### config.mk
export PLATFORM = sky130hd
export DESIGN_NAME = comment_strip
export DESIGN_NICKNAME = d
export VERILOG_FILES = /design/src/rtl/comment_strip.sv
export SDC_FILE = /design/constraint.sdc
export NUM_CORES = 1
export LEC_CHECK = 0
export CAP_MARGIN = 20
export CORE_ASPECT_RATIO = 0.7
export CORE_MARGIN = 1.5
export CORE_UTILIZATION = 29
export CTS_CLUSTER_SIZE = 24
export DETAILED_ROUTE_END_ITERATION = 16
export PLACE_DENSITY = 0.57
export SYNTH_ARGS = -nofsm -noshare
export SYNTH_HDL_FRONTEND = slang
export SYNTH_SLANG_ARGS = --single-unit
### constraint.sdc
create_clock -name clk -period 1.25 [get_ports clk]
set_clock_uncertainty 0.2 [all_clocks]
set_input_delay 0.1875 -clock clk [delete_from_list [all_inputs] [get_ports clk]]
set_output_delay 0.1875 -clock clk [all_outputs]
set_load 0.01 [all_outputs]
### src/rtl/comment_strip.sv
// Replaces C comment characters (/* ... */ and // ... newline) with spaces in a byte stream.
// One character in and one out per cycle, with a fixed two-edge latency.
module comment_strip (
   input  logic       clk,
   input  logic       reset,
   input  logic [7:0] in,
   output logic [7:0] out,
   output logic       cmt
);

   localparam logic [7:0] CH_SLASH = 8'd47;
   localparam logic [7:0] CH_STAR  = 8'd42;
   localparam logic [7:0] CH_NL    = 8'd10;
   localparam logic [7:0] CH_SPACE = 8'd32;

   typedef enum logic [2:0] {
      ST_CODE   = 3'd0,
      ST_OPEN   = 3'd1,
      ST_BSTART = 3'd2,
      ST_BLOCK  = 3'd3,
      ST_BSTAR  = 3'd4,
      ST_CLOSE  = 3'd5,
      ST_LINE   = 3'd6
   } state_t;

   state_t     state_q;
   logic [7:0] hold_q;
   logic [7:0] out_q;
   logic       cmt_q;

   assign out = out_q;
   assign cmt = cmt_q;

   // state_q describes the held character; the incoming byte resolves the next context.
   always_ff @(posedge clk) begin
      if (reset) begin
         state_q <= ST_CODE;
         hold_q  <= CH_SPACE;
         out_q   <= CH_SPACE;
         cmt_q   <= 1'b0;
      end else begin
         hold_q <= in;
         case (state_q)
            ST_CODE: begin
               out_q   <= hold_q;
               cmt_q   <= 1'b0;
               state_q <= (in == CH_SLASH) ? ST_OPEN : ST_CODE;
            end
            ST_OPEN: begin
               if (in == CH_STAR) begin
                  out_q   <= CH_SPACE;
                  cmt_q   <= 1'b1;
                  state_q <= ST_BSTART;
               end else if (in == CH_SLASH) begin
                  out_q   <= CH_SPACE;
                  cmt_q   <= 1'b1;
                  state_q <= ST_LINE;
               end else begin
                  out_q   <= CH_SLASH;
                  cmt_q   <= 1'b0;
                  state_q <= ST_CODE;
               end
            end
            // The opener's '*' cannot pair with a following '/', so "/*/" stays open.
            ST_BSTART, ST_BLOCK: begin
               out_q   <= CH_SPACE;
               cmt_q   <= 1'b1;
               state_q <= (in == CH_STAR) ? ST_BSTAR : ST_BLOCK;
            end
            ST_BSTAR: begin
               out_q <= CH_SPACE;
               cmt_q <= 1'b1;
               if (in == CH_SLASH) begin
                  state_q <= ST_CLOSE;
               end else if (in == CH_STAR) begin
                  state_q <= ST_BSTAR;
               end else begin
                  state_q <= ST_BLOCK;
               end
            end
            ST_CLOSE: begin
               out_q   <= CH_SPACE;
               cmt_q   <= 1'b1;
               state_q <= (in == CH_SLASH) ? ST_OPEN : ST_CODE;
            end
            ST_LINE: begin
               out_q   <= CH_SPACE;
               cmt_q   <= 1'b1;
               state_q <= (in == CH_NL) ? ST_CODE : ST_LINE;
            end
            default: begin
               out_q   <= CH_SPACE;
               cmt_q   <= 1'b0;
               state_q <= ST_CODE;
            end
         endcase
      end
   end

endmodule

======== Word-level counts from Yosys, hierarchy flattened ========
Cells that the tools add are included.
word-level totals
  register bits ........................... 20
operators by class
  equality and inequality tests ........... 9
  muxes and demuxes ....................... 13
  reduce and logical (&&, ||, !) cells .... 4
operator list
  cell                                                 number
  equality test 8 x 6 -> 1 bit, second input constant  2
  case mux 8 bit (2 select lines)                      1
  two-way mux 3 bit                                    5
  case mux 3 bit (5 select lines)                      1
  equality test 3 bit, second input constant           3
  equality test 8 x 4 -> 1 bit, second input constant  1
  two-way mux 4 bit                                    2
  equality test 3 x 2 -> 1 bit, second input constant  2
  OR reduction 5 bit                                   1
  OR reduction 2 bit                                   2
  equality test 3 x 1 -> 1 bit, second input constant  1
  logical NOT 3 bit                                    1
  two-way mux 1 bit                                    3
  case mux 1 bit (2 select lines)                      1

======== Depth between registers and ports, before layout ========
Gate-level depths: netlist of the first run.
  word-level depth ........................ 4
  depth in mapped cells ................... 5

======== Least setup slack after synthesis of the first run ========
No wires, ideal clock.
  path kind ............................... register -> register
  from .................................... register state_q[0]
  to ...................................... register out_q[0] (netlist: out[0])
  library setup time ...................... 0.115 ns
  setup slack ............................. -0.017 ns
  cell stages (with the launch flop) ...... 5
  arrival ................................. 0.953 ns
  path through ............................ dfxtp_1 buf_2 nand4_1 and3b_1 o21a_1
on the way
  cells in the longest elaborated chain, start to end .. 2
  elaborated cells between the ends (all ways) .. 3
  classes of those cells .................. 1 x eq/ne; 1 x mux; 1 x reduce/logical
ends and longest elaborated chain
  item                                                               line  RTL
  from (decl)                                                        26    state_t state_q;
  from (signal assigned)                                             47    state_q <= (in == CH_SLASH) ? ST_OPEN : ST_CODE;
  from (signal assigned)                                             68    state_q <= (in == CH_STAR) ? ST_BSTAR : ST_BLOCK;
  from (signal assigned)                                             84    state_q <= (in == CH_SLASH) ? ST_OPEN : ST_CODE;
  equality test 3 x 1 -> 1 bit or logical NOT 3 bit (tied branches)  43    case (state_q)
  case mux 8 bit (2 select lines) *                                  43
  to (signal assigned)                                               45    out_q <= hold_q;
  to (decl)                                                          28    logic [7:0] out_q;
Mark *: on every way between the ends. The rest lies on a longest branch, timed or not.
A chain may end at the register's enable or synchronous reset.

======== Worst setup path after layout of the first run ========
  from .................................... input port in[2]
  to ...................................... register state_q[2]
on the way
  cells in the longest elaborated chain, start to end .. 4
  elaborated cells between the ends (all ways) .. 9
  classes of those cells .................. 3 x eq/ne; 6 x mux
ends and longest elaborated chain
  item                                                    line        RTL
  from (decl)                                             6           input logic [7:0] in,
  equality test 8 x 6 -> 1 bit, on equally long branches  --
  two-way mux 3 bit, on equally long branches             68, 75, 54
  two-way mux 3 bit, on equally long branches             73, 50
  case mux 3 bit (5 select lines) *                       43
Marks and branches as above.

==> results by stage, run 1 <==
Status:
- The flow ran to the end, and the final reports show no timing, DRC or antenna violations.

GRT:
- The number of global-route vias before repair is 544.
- The number of antenna violations at the first check in global routing is 0.
- The first-pass GRT wire length is 2.55 mm.
- Entering global routing, the biggest net connects 13 pins.
- The total overflow left after global routing is 0.
- The total global-route track usage is 12.3%.

Pwr:
- In this run, the clock network consumes 44.5% of the power.
- IR analysis of the VDD net gives a maximum drop of 509 uV.
- Combinational cells account for 8.8% of the total power.
- The reported leakage power is 0.521 nW.
- Dividing total power by cell area gives a power density of 1190 nW/um^2.
- Per report_power, the sequential group accounts for 46.7% of the total.
- The switching power summed over all nets is 0.261 mW.
- The internal power of the cells is 1.15 mW.
- In this run switching power makes up 18.4% of total power.

Drt:
- The average wire per cell in the routed design is 11.6 um.
- The via-per-instance ratio is 4.40.
- Summing over every cut layer, the via total after detailed routing is 638.
- The post-route antenna net violation count is 0.
- The iteration-0 DRC count of the detailed router is 28.
- After detailed routing, the number of remaining DRC violations is 0.
- Summed over all layers, the routed wires come to 1.69 mm.
- Before antenna repair, the detailed router went through 4 iterations.

Synth:
- The post-synthesis instance area is 751 um^2.
- The total nets after synthesis is 86.
- For this run, the register share of the synthesized area comes to 53.3%.
- Yosys mapped the design onto 31 distinct sky130hd cell types.
- Synthesis handed over a netlist of 76 instances.
- The average cell area after synthesis is 9.88 um^2.
- The Yosys step of the flow raised 0 warnings.
- After synthesis the netlist holds a flip-flop and latch count of 20.

Worst setup path:
- The critical register-to-register path startpoint is state_q[2].
- The kind of capture point of the worst setup path is a flip-flop.
- The critical path data required time is 1.20 ns.
- Among the stages of the critical path, the cell type that occurs most often is sky130_fd_sc_hd__nor2_1.
- The delay of the slowest cell on the worst path is 0.28 ns.
- STA puts the critical path data arrival time at 1.19 ns.
- The maximum fanout encountered on the critical timing path is 5.
- Traced cell by cell, the critical path runs through dlygate4sd2_1 > nor2_1 > and4_1 > nor2_1 > o21a_1.
- The type of the setup path with the least slack is in2reg.
- The cell type of the slowest stage on the worst timing path is sky130_fd_sc_hd__dlygate4sd2_1.
- The kind of start point of the critical path is a primary input.
- The path depth of the worst reg2reg path is 4.
- The end of the worst register-to-register path is state_q[1].
- The register-to-register setup slack is 0.02 ns.

Place:
- The half-perimeter wire length after placement is 1.15 mm.
- The placement-stage worst setup slack is -0.524 ns.
- The weighted congestion reported at the end of routability-driven placement is 0.731.
- The placed standard-cell area is 1050 um^2.
- In this run the tool buffered the top-level ports with 18 buffer cells.

Layout:
- Leaving out fill and tap cells, the most frequent cell in the layout is sky130_fd_sc_hd__dfxtp_1.
- The area overhead of the layout relative to synthesis is 57.8%.
- The number of fillers in the final layout is 237.
- The post-route cell area is 1180 um^2.
- The count of inserted antenna diode cells is 0.
- Cells with a size suffix above 1 make up 31.5% of the layout.
- Summing all multi-input logic gate instances after layout gives 358 um^2.
- In the final layout, flip-flops and latches occupy 412 um^2.
- In the layout the commonest cells are sky130_fd_sc_hd__dfxtp_1, sky130_fd_sc_hd__buf_4, sky130_fd_sc_hd__dlygate4sd2_1, sky130_fd_sc_hd__nor2b_1, sky130_fd_sc_hd__clkdlybuf4s15_1.
- The number of nets in the final layout is 122.

Timing:
- The max-slew violation total from the final report is 0.
- The final hold violation count came to 0.
- Setup repair after global routing could not meet its margin everywhere.
- The headroom to the max-slew limit is 83.4%.
- At the pin with the least slew margin, the transition time is 0.249 ns.
- The worst path needs 1.24 ns of the cycle, external delays included.
- The minimum setup slack in the final design is 0.0144 ns.
- The maximum clock frequency is 809 MHz.
- The count of final setup violators is 0.
- Setup total negative slack on the finished layout was measured at 0 ns.
- The final clock period utilization by the worst path is 98.8%.

Die:
- During I/O placement, the number of pins put on the boundary was 19.
- The floorplan step set the die height to 45.6 um.
- The chip width is 63.8 um.
- The row count is 15.
- The area of the core is 2460 um^2.
- Once the floorplan was initialized, standard cells occupied 30.5% of the core.
- The floorplan step defined a die boundary enclosing 2910 um^2.

Clock tree:
- The TritonCTS clock tree is done.
- Clock-pin slew was measured on the worst setup and hold paths at 0.07 ns.
- The master cell of the clock root buffer is sky130_fd_sc_hd__clkbuf_8.
- The maximum root-to-sink buffer count is 2.
- In this run the number of H-tree levels came out at 1.
- The number of hold buffers added after cts is 0.
- The total CTS buffers is 3.
- For the worst-skew pair, the clock arrives at the later sink with an insertion delay of 0.26 ns.
- The clock sink count is 20.

Min path:
- The source of the worst hold timing path is in[6].
- The depth of the worst hold-timing path is 3.
- The min-delay analysis places its worst path in the category in2reg.
- The path with the worst hold slack has its endpoint at hold_q[6].

Flow run:
- Max-cap violations in this run came to 0.
per-stage QoR:
| stage | std cells | util [%] | hold slack (ns) | total power, mW |
|---|---|---|---|---|
| 2_1_floorplan | 76 | - | 0.0706 | 0.726 |
| 3_3_place_gp | 136 | 42.5 | 0.202 | 0.812 |
| 3_5_place_dp | 136 | 42.5 | 0.203 | 0.813 |
| 4_1_cts | 142 | 46.1 | 0.0721 | 1.43 |
| 5_1_grt | 145 | 48.2 | 0.0871 | 1.48 |
| 6_report | 145 | 48.2 | 0.0672 | 1.42 |
kinds of logic (layout without fill, tap and decap cells):
| family | Yosys count | count (layout) | synth area share (%) |
|---|---|---|---|
| buffers and inverters | 5 | 40 | 2.83 |
| flip-flops | 20 | 20 | 53.3 |
| XOR/XNOR | 3 | 3 | 3.50 |
| AO/OA/AOI/OAI | 13 | 13 | 12.0 |
| AND/OR/NAND/NOR | 34 | 34 | 27.0 |
| multiplexers | 1 | 1 | 1.33 |
cell type report:
| cell class | count | share of cell area (%) |
|---|---|---|
| clock buffers | 3 | 3.48 |
| clock inverters | 1 | 2.53 |
| inverters | 1 | 0.317 |
| multi-input cells | 51 | 30.2 |
| flip-flops and latches | 20 | 34.7 |
| well taps | 34 | 3.59 |
| repair buffers | 35 | 25.1 |
power by group through the flow:
| stage | Clock (mW) | Combinational, mW | Sequential, mW |
|---|---|---|---|
| finish | 0.630 | 0.124 | 0.661 |
| global route | 0.681 | 0.135 | 0.663 |
| global placement | 0 | 0.131 | 0.681 |
| CTS | 0.649 | 0.118 | 0.665 |
| detailed placement | 0 | 0.131 | 0.683 |
| floorplan | 0 | 0.0396 | 0.686 |
cell usage after synthesis, drive strengths merged:
cell type | n | area, um^2
dfxtp | 20 | 400
nor2b | 9 | 56.3
nand2 | 5 | 21.3
nor2 | 5 | 18.8
o21a | 5 | 37.5
a31oi | 3 | 18.8
and2 | 3 | 18.8
buf | 2 | 10.0
clkbuf | 2 | 7.51
o21ai | 2 | 10.0
xor2 | 2 | 17.5
a2111o | 1 | 11.3
a21boi | 1 | 7.51
a21oi | 1 | 5.00
and2b | 1 | 7.51
and3 | 1 | 6.26
and3b | 1 | 8.76
and4 | 1 | 8.76
and4bb | 1 | 12.5
inv | 1 | 3.75
mux2i | 1 | 10.0
nand2b | 1 | 6.26
nand3 | 1 | 5.00
nand4 | 1 | 6.26
nand4b | 1 | 8.76
nor3 | 1 | 5.00
nor4 | 1 | 6.26
or2 | 1 | 6.26
xnor2 | 1 | 8.76
state kept, by name, indices dropped and copies added (netlist names):
register	cells
hold_q	8
out	8
state_q	3
cmt	1
metal layers:
| layer | vias up | track usage [%] | wire length, um | part of all wire, % |
|---|---|---|---|---|
| li1 | 332 | - | - | - |
| met5 | - | 0 | 0 | 0 |
| met1 | 279 | 15.0 | 792 | 47 |
| met4 | 0 | 6.52 | 13 | 0.77 |
| met3 | 2 | 5.45 | 106 | 6.3 |
| met2 | 25 | 18.5 | 776 | 46 |
how the worst max path moves through the flow:
stage,end,from,slack (ns)
finish,state_q[2],in[2],0.01
floorplan,state_q[2],state_q[2],0.006
global placement,out[0],in[6],-0.52
global route,state_q[2],state_q[2],-0.03
detailed placement,out[3],in[3],-0.52
CTS,out[3],out[3],0.006
critical path: cells and delay by family:
| family | cells | cell delay (ns) |
|---|---|---|
| buffers and inverters | 1 | 0.28 |
| AOI/OAI and AO/OA | 1 | 0.17 |
| and+or+nand+nor | 3 | 0.55 |
timing repair:
item / 4_1_cts / 5_1_grt
setup buffers: 2 / 3
pin swaps: 5 / 3
setup endpoints to repair: 21 / 18
resized for setup: 29 / 17
No activity file was read; power rests on OpenSTA's default activity.
==> inputs of run 2 (changes only) <==
- CTS_CLUSTER_DIAMETER: unset -> 30
- RECOVER_POWER: unset -> 100
==> results by stage, run 2 (synthesis gave the netlist of run 1 again) <==
Clock tree:
- The maximum root-to-sink buffer count is 2 (unchanged).
- The clock latency at the later pin of the worst-skew pair came to 0.26 ns (about the same).
- The number of hold buffers added after cts came to 0 (unchanged).
- The number of H-tree levels was 1 (unchanged).
- The total CTS buffers came to 3 (unchanged).
- The clock edge transition at the registers on the reported setup and hold paths was 0.07 ns (about the same).
- The clock sink count is 20 (unchanged).
- The master cell of the clock root buffer is sky130_fd_sc_hd__clkbuf_8.
- The TritonCTS clock tree is done.

Layout:
- Leaving out fill and tap cells, the most frequent cell in the layout is sky130_fd_sc_hd__dfxtp_1.
- The fraction of layout instances using a drive strength above 1 is 28.8% (-2.7 points).
- In the layout the commonest cells are sky130_fd_sc_hd__dfxtp_1, sky130_fd_sc_hd__buf_4, sky130_fd_sc_hd__dlygate4sd2_1, sky130_fd_sc_hd__nor2b_1, sky130_fd_sc_hd__clkdlybuf4s15_1.
- The number of fillers in the final layout is 240 (+1.3%).
- The post-route cell area was 1170 um^2 (-0.84%).
- The number of nets in the final layout is 122 (unchanged).
- The area overhead of the layout relative to synthesis is 56.5%.
- The filler-free cell count of the finished design is 145 (unchanged).
- The count of inserted antenna diode cells is 0 (unchanged).

Place:
- The count of port buffers added during placement is 18 (unchanged).
- The half-perimeter wire length after placement is 1.15 mm (unchanged).
- The cell count after placement is 136 (unchanged).
- The weighted congestion reported at the end of routability-driven placement was 0.731 (unchanged).
- The placed standard-cell area was 1050 um^2 (unchanged).

GRT:
- The overflow left after global routing is 0 (unchanged).
- The pin count of the biggest net entering global routing came to 13 (unchanged).
- The total global-route track usage was 12.3% (unchanged).
- The number of global-route vias before repair came to 544 (unchanged).
- The first-pass GRT wire length was 2.55 mm (unchanged).
- The number of antenna violations at the first check in global routing is 0 (unchanged).

Worst setup path:
- The worst setup path is launched from a primary input.
- STA classifies the critical path endpoint as a flip-flop.
- The maximum fanout encountered on the critical timing path is 5 (unchanged).
- The data arrival time of the critical path is 1.18 ns (about the same).
- The critical path is of the in2reg type.
- The critical path data required time was 1.20 ns (about the same).

Pwr:
- The worst IR drop on VDD is 509 uV (about the same).
- The power density of the placed cells is 1200 nW/um^2 (+0.64%).
- The reported leakage power came to 0.513 nW (-1.6%).

Drt:
- The number of detailed-route iterations in the first pass was 4 (unchanged).
- The iteration-0 DRC count of the detailed router is 27 (-3.6%).
- The average wire per cell in the routed design is 11.7 um (+0.18%).
- The overall routed net length is 1.69 mm (+0.18%).
- The count of unresolved DRC violations after routing came to 0 (unchanged).
- The post-route antenna net violation count is 0 (unchanged).
- The via total after detailed routing is 630 (-1.3%).
- The via-per-instance ratio is 4.34 (-1.3%).

Die:
- The chip width is 63.8 um (unchanged).
- The vertical die dimension is 45.6 um (unchanged).
- The number of primary I/O pins is 19 (unchanged).
- The area of the die is 2910 um^2 (unchanged).
- The area of the core is 2460 um^2 (unchanged).
- The initial core utilization came to 30.5% (unchanged).
- The row count was 15 (unchanged).

Timing:
- The maximum clock frequency is 811 MHz (+0.24%).
- The pin slew with the least headroom to its limit is 0.248 ns (-0.000547 ns).
- The max-slew violation total from the final report came to 0 (unchanged).
- The final period demand of the worst path is 1.23 ns (-0.00300 ns).
- The final hold violation count was 0 (unchanged).
- The final clock period utilization by the worst path is 98.6% (-0.24 points).
- Setup repair after global routing could not meet its margin everywhere.
- The headroom to the max-slew limit is 83.4% (about the same).
- The count of final setup violators is 0 (unchanged).

Status:
- The flow ran to the end, and the final reports show no timing, DRC or antenna violations.

Min path:
- The class of the most critical hold timing path is in2reg.

Flow run:
- The count of max-cap constraint violations came to 0 (unchanged).
[run 2: critical path, stage by stage]
cell and delay (ns):
sky130_fd_sc_hd__dlygate4sd2_1 0.29, sky130_fd_sc_hd__nor2_1 0.21, sky130_fd_sc_hd__and4_1 0.27, sky130_fd_sc_hd__nor2_1 0.07
sky130_fd_sc_hd__o21a_1 0.17
[run 2: what timing repair did]
| item | in CTS | in global routing |
|---|---|---|
| pin swaps | 5 | 3 |
| gates resized for setup | 29 | 17 |
| setup buffers | 2 | 3 |
| endpoints found under the setup margin | 21 | 18 |
| endpoints found under the hold margin | 0 | 0 |
[run 2: cell type report]
type / instances / area (um^2) / share of cell area, %
timing repair buffer: 35 / 290 / 24.7
clock buffer: 3 / 41.3 / 3.51
clock inverter: 1 / 30.0 / 2.56
tap: 34 / 42.5 / 3.62
inverter: 1 / 3.75 / 0.319
multi-input combinational: 51 / 355 / 30.2
sequential: 20 / 412 / 35.0
[run 2: path summary, 6_finish.rpt]
| path | to | depth (start not counted) | startpoint | slack, ns |
|---|---|---|---|---|
| hold reg to reg | out[5] | 1 | hold_q[5] | 0.22 |
| setup reg to reg | state_q[2] | 4 | state_q[2] | 0.02 |
| hold / removal | hold_q[6] | 3 | in[6] | 0.07 |
| setup / recovery | state_q[2] | 5 | in[2] | 0.02 |
[run 2: where the power goes]
part	leakage [nW]	total (mW)	switching (mW)	internal, mW
clock	0.0357	0.631	0.204	0.427
combinational	0.310	0.121	0.0513	0.0694
sequential	0.167	0.661	0.00577	0.655
[run 2: per-layer routing]
layer / vias to the layer above / routed length [um] / track usage [%] / part of all wire [%]
met1: 280 / 818 / 15.0 / 48
met3: 2 / 85 / 5.45 / 5.0
met5: - / 0 / 0 / 0
li1: 333 / - / - / -
met4: 0 / 13 / 6.52 / 0.77
met2: 15 / 774 / 18.5 / 46
[run 2: through the flow]
stage          setup slack (ns)  hold WS, ns  setup TNS, ns  utilization [%]  power [mW]
2_1_floorplan           0.00649       0.0706              0                -       0.726
3_3_place_gp             -0.519        0.202          -5.33             42.5       0.812
3_5_place_dp             -0.524        0.203          -5.22             42.5       0.813
4_1_cts                 0.00615       0.0721              0             46.1        1.43
5_1_grt                 -0.0340       0.0871         -0.189             47.8        1.47
6_report                 0.0174       0.0672              0             47.8        1.41
==> inputs of run 3 (changes only) <==
- CTS_CLUSTER_DIAMETER: 30 -> 200
- GPL_ROUTABILITY_DRIVEN: unset -> 0
- clock period: 1.25 -> 1.1 ns (I/O delays scaled with it)
==> results by stage, run 3 (synthesis gave the netlist of run 1 again) <==
Worst setup path:
- The worst path buffer plus inverter count was 0 (-1).
- The kind of capture point of the worst setup path is a flip-flop.
- The worst register-to-register path ends at state_q[2].
- The data arrival time of the critical path is 1.22 ns (+0.04 ns).
- The worst setup path is of the reg2reg kind.
- The maximum fanout encountered on the critical timing path is 7 (+2).
- The path depth of the worst reg2reg path came to 4 (unchanged).
- The critical path data required time is 1.10 ns (-0.10 ns).
- The kind of start point of the critical path is a flip-flop.
- The cell type of the slowest stage on the worst timing path is sky130_fd_sc_hd__dfxtp_4.
- The register-to-register setup slack is -0.12 ns (-0.14 ns).
- In this run the worst setup path begins at state_q[2].
- The startpoint identified for the worst register-to-register timing path is state_q[2].
- In this run the worst setup path terminates at state_q[2].
- The cell family with the largest share of critical-path delay is flip-flops.
- The delay of the slowest cell on the worst path is 0.41 ns (+0.12 ns).
- The number of cells on the critical path is 4 (-1).
- Walking the worst path, the cells encountered are xor2_1 > nand4b_1 > a21oi_2 > o21a_1.

Pwr:
- The worst IR drop on VDD is 1180 uV (+130%).
- The reported leakage power is 0.505 nW (-1.5%).
- The final total power came to 1.59 mW (+12%).
- The power density of the placed cells is 1380 nW/um^2 (+15%).

Drt:
- The iteration-0 DRC count of the detailed router was 23 (-15%).
- The post-route antenna net violation count is 0 (unchanged).
- The via-per-instance ratio is 4.30 (-1.1%).
- The count of unresolved DRC violations after routing is 0 (unchanged).
- The via total after detailed routing is 619 (-1.7%).
- The number of detailed-route iterations in the first pass is 3 (-1).
- The average wire per cell in the routed design was 10.4 um (-11%).
- The overall routed net length came to 1.50 mm (-12%).

Timing:
- The sum of negative setup slack came to -0.732 ns (-0.732 ns).
- The minimum setup slack in the final design came to -0.121 ns (-0.138 ns).
- The worst hold-check slack is 0.0244 ns (-0.0428 ns).
- The final hold violation count is 0 (unchanged).
- The final period demand of the worst path is 1.22 ns.
- Dividing the final minimum period by the clock period gives 111%.
- The headroom to the max-slew limit was 88.5% (+5.1 points).
- The count of final setup violators is 12 (+12).
- The max-slew violation total from the final report came to 0 (unchanged).
- Timing would allow up to 819 MHz.
- The pin slew with the least headroom to its limit is 0.167 ns (-0.0807 ns).
- Setup repair after global routing could not meet its margin everywhere.

GRT:
- The number of global-route vias before repair is 527 (-3.1%).
- The number of antenna violations at the first check in global routing came to 0 (unchanged).
- The overflow left after global routing is 0 (unchanged).
- The first-pass GRT wire length is 2.46 mm (-3.5%).
- The total global-route track usage was 11.7% (-0.64 points).
- The pin count of the biggest net entering global routing is 13 (unchanged).

Flow run:
- The count of max-cap constraint violations came to 0 (unchanged).

Place:
- The cell count after placement came to 136 (unchanged).
- The placement-stage worst setup slack came to -0.637 ns (-0.112 ns).
- The placed standard-cell area is 1050 um^2 (+0.12%).
- The half-perimeter wire length after placement is 1.10 mm (-4.9%).
- The count of port buffers added during placement is 18 (unchanged).

Clock tree:
- The cell sitting at the root of the clock tree is a sky130_fd_sc_hd__clkbuf_8.
- TritonCTS built the clock tree.
- The clock sink count was 20 (unchanged).
- The number of H-tree levels is 1 (unchanged).
- The maximum root-to-sink buffer count was 2 (unchanged).
- The clock latency at the later pin of the worst-skew pair was 0.25 ns (about the same).
- The clock edge transition at the registers on the reported setup and hold paths is 0.07 ns (about the same).
- The total CTS buffers is 3 (unchanged).

Layout:
- The filler-free cell count of the finished design is 144 (-0.69%).
- The count of inserted antenna diode cells is 0 (unchanged).
- The most common library cell in the layout ignoring fill and taps is sky130_fd_sc_hd__dfxtp_1.
- The number of fillers in the final layout is 246 (+2.5%).
- In the layout the commonest cells are sky130_fd_sc_hd__dfxtp_1, sky130_fd_sc_hd__buf_4, sky130_fd_sc_hd__nor2b_1, sky130_fd_sc_hd__clkbuf_2, sky130_fd_sc_hd__o21a_1.
- The fraction of layout instances using a drive strength above 1 was 45.5% (+17 points).
- The final core utilization is 46.7% (-1.1 points).
- The area overhead of the layout relative to synthesis is 52.8%.
- The number of nets in the final layout is 121 (-0.82%).
- The post-route cell area is 1150 um^2 (-2.3%).

Die:
- The number of primary I/O pins is 19 (unchanged).
- The initial core utilization was 30.5% (unchanged).
- The chip width is 63.8 um (unchanged).
- The area of the die is 2910 um^2 (unchanged).
- The row count is 15 (unchanged).
- The area of the core is 2460 um^2 (unchanged).
- The vertical die dimension is 45.6 um (unchanged).

Status:
- The run finished, with violations left.
- The final reports fail on setup timing.

Min path:
- The min-delay analysis places its worst path in the category in2reg.
- The source of the worst hold timing path is in[5].
[run 3: layer usage]
layer  part of all wire (%)  track usage, %  vias to the layer above
met5                      0               0                        -
met3                    5.1            5.20                        4
li1                       -               -                      326
met2                     43            17.7                       12
met1                     51            14.9                      277
met4                    1.3            3.91                        0
[run 3: layout make-up]
type                            count  area [um^2]  area share (%)
Clock buffer                        3         41.3            3.60
Clock inverter                      1         30.0            2.62
Inverter                            1         3.75           0.327
Multi-Input combinational cell     51          387            33.7
Sequential cell                    20          412            35.9
Tap cell                           34         42.5            3.71
Timing Repair Buffer               34          231            20.2
[run 3: how the worst min path moves through the flow]
stage | slack, ns | depth (start not counted) | end
finish | 0.02 | 3 | hold_q[5]
global route | 0.04 | 2 | hold_q[2]
CTS | 0.05 | 2 | hold_q[1]
detailed placement | 0.20 | 1 | out[5]
global placement | 0.19 | 1 | out[5]
floorplan | 0.05 | 1 | hold_q[0]
[run 3: report_power, final]
group          leakage [nW]  internal (mW)  switching [mW]
clock network        0.0357          0.485           0.226
logic                 0.302         0.0674          0.0566
registers             0.167          0.744         0.00577
total                 0.505           1.30           0.289
[run 3: worst reg2reg max path, cell delays in order (launching register included)]
cell,delay [ns]
sky130_fd_sc_hd__dfxtp_4,0.41
sky130_fd_sc_hd__xor2_1,0.16
sky130_fd_sc_hd__nand4b_1,0.12
sky130_fd_sc_hd__a21oi_2,0.16
sky130_fd_sc_hd__o21a_1,0.12
[run 3: what timing repair did]
action / CTS / global route
endpoints found under the setup margin: 21 / 12
hold buffers: 1 / 0
setup buffers: 1 / 2
resized for setup: 72 / 11
pin swaps: 11 / 10
hold endpoints to repair: 1 / 0
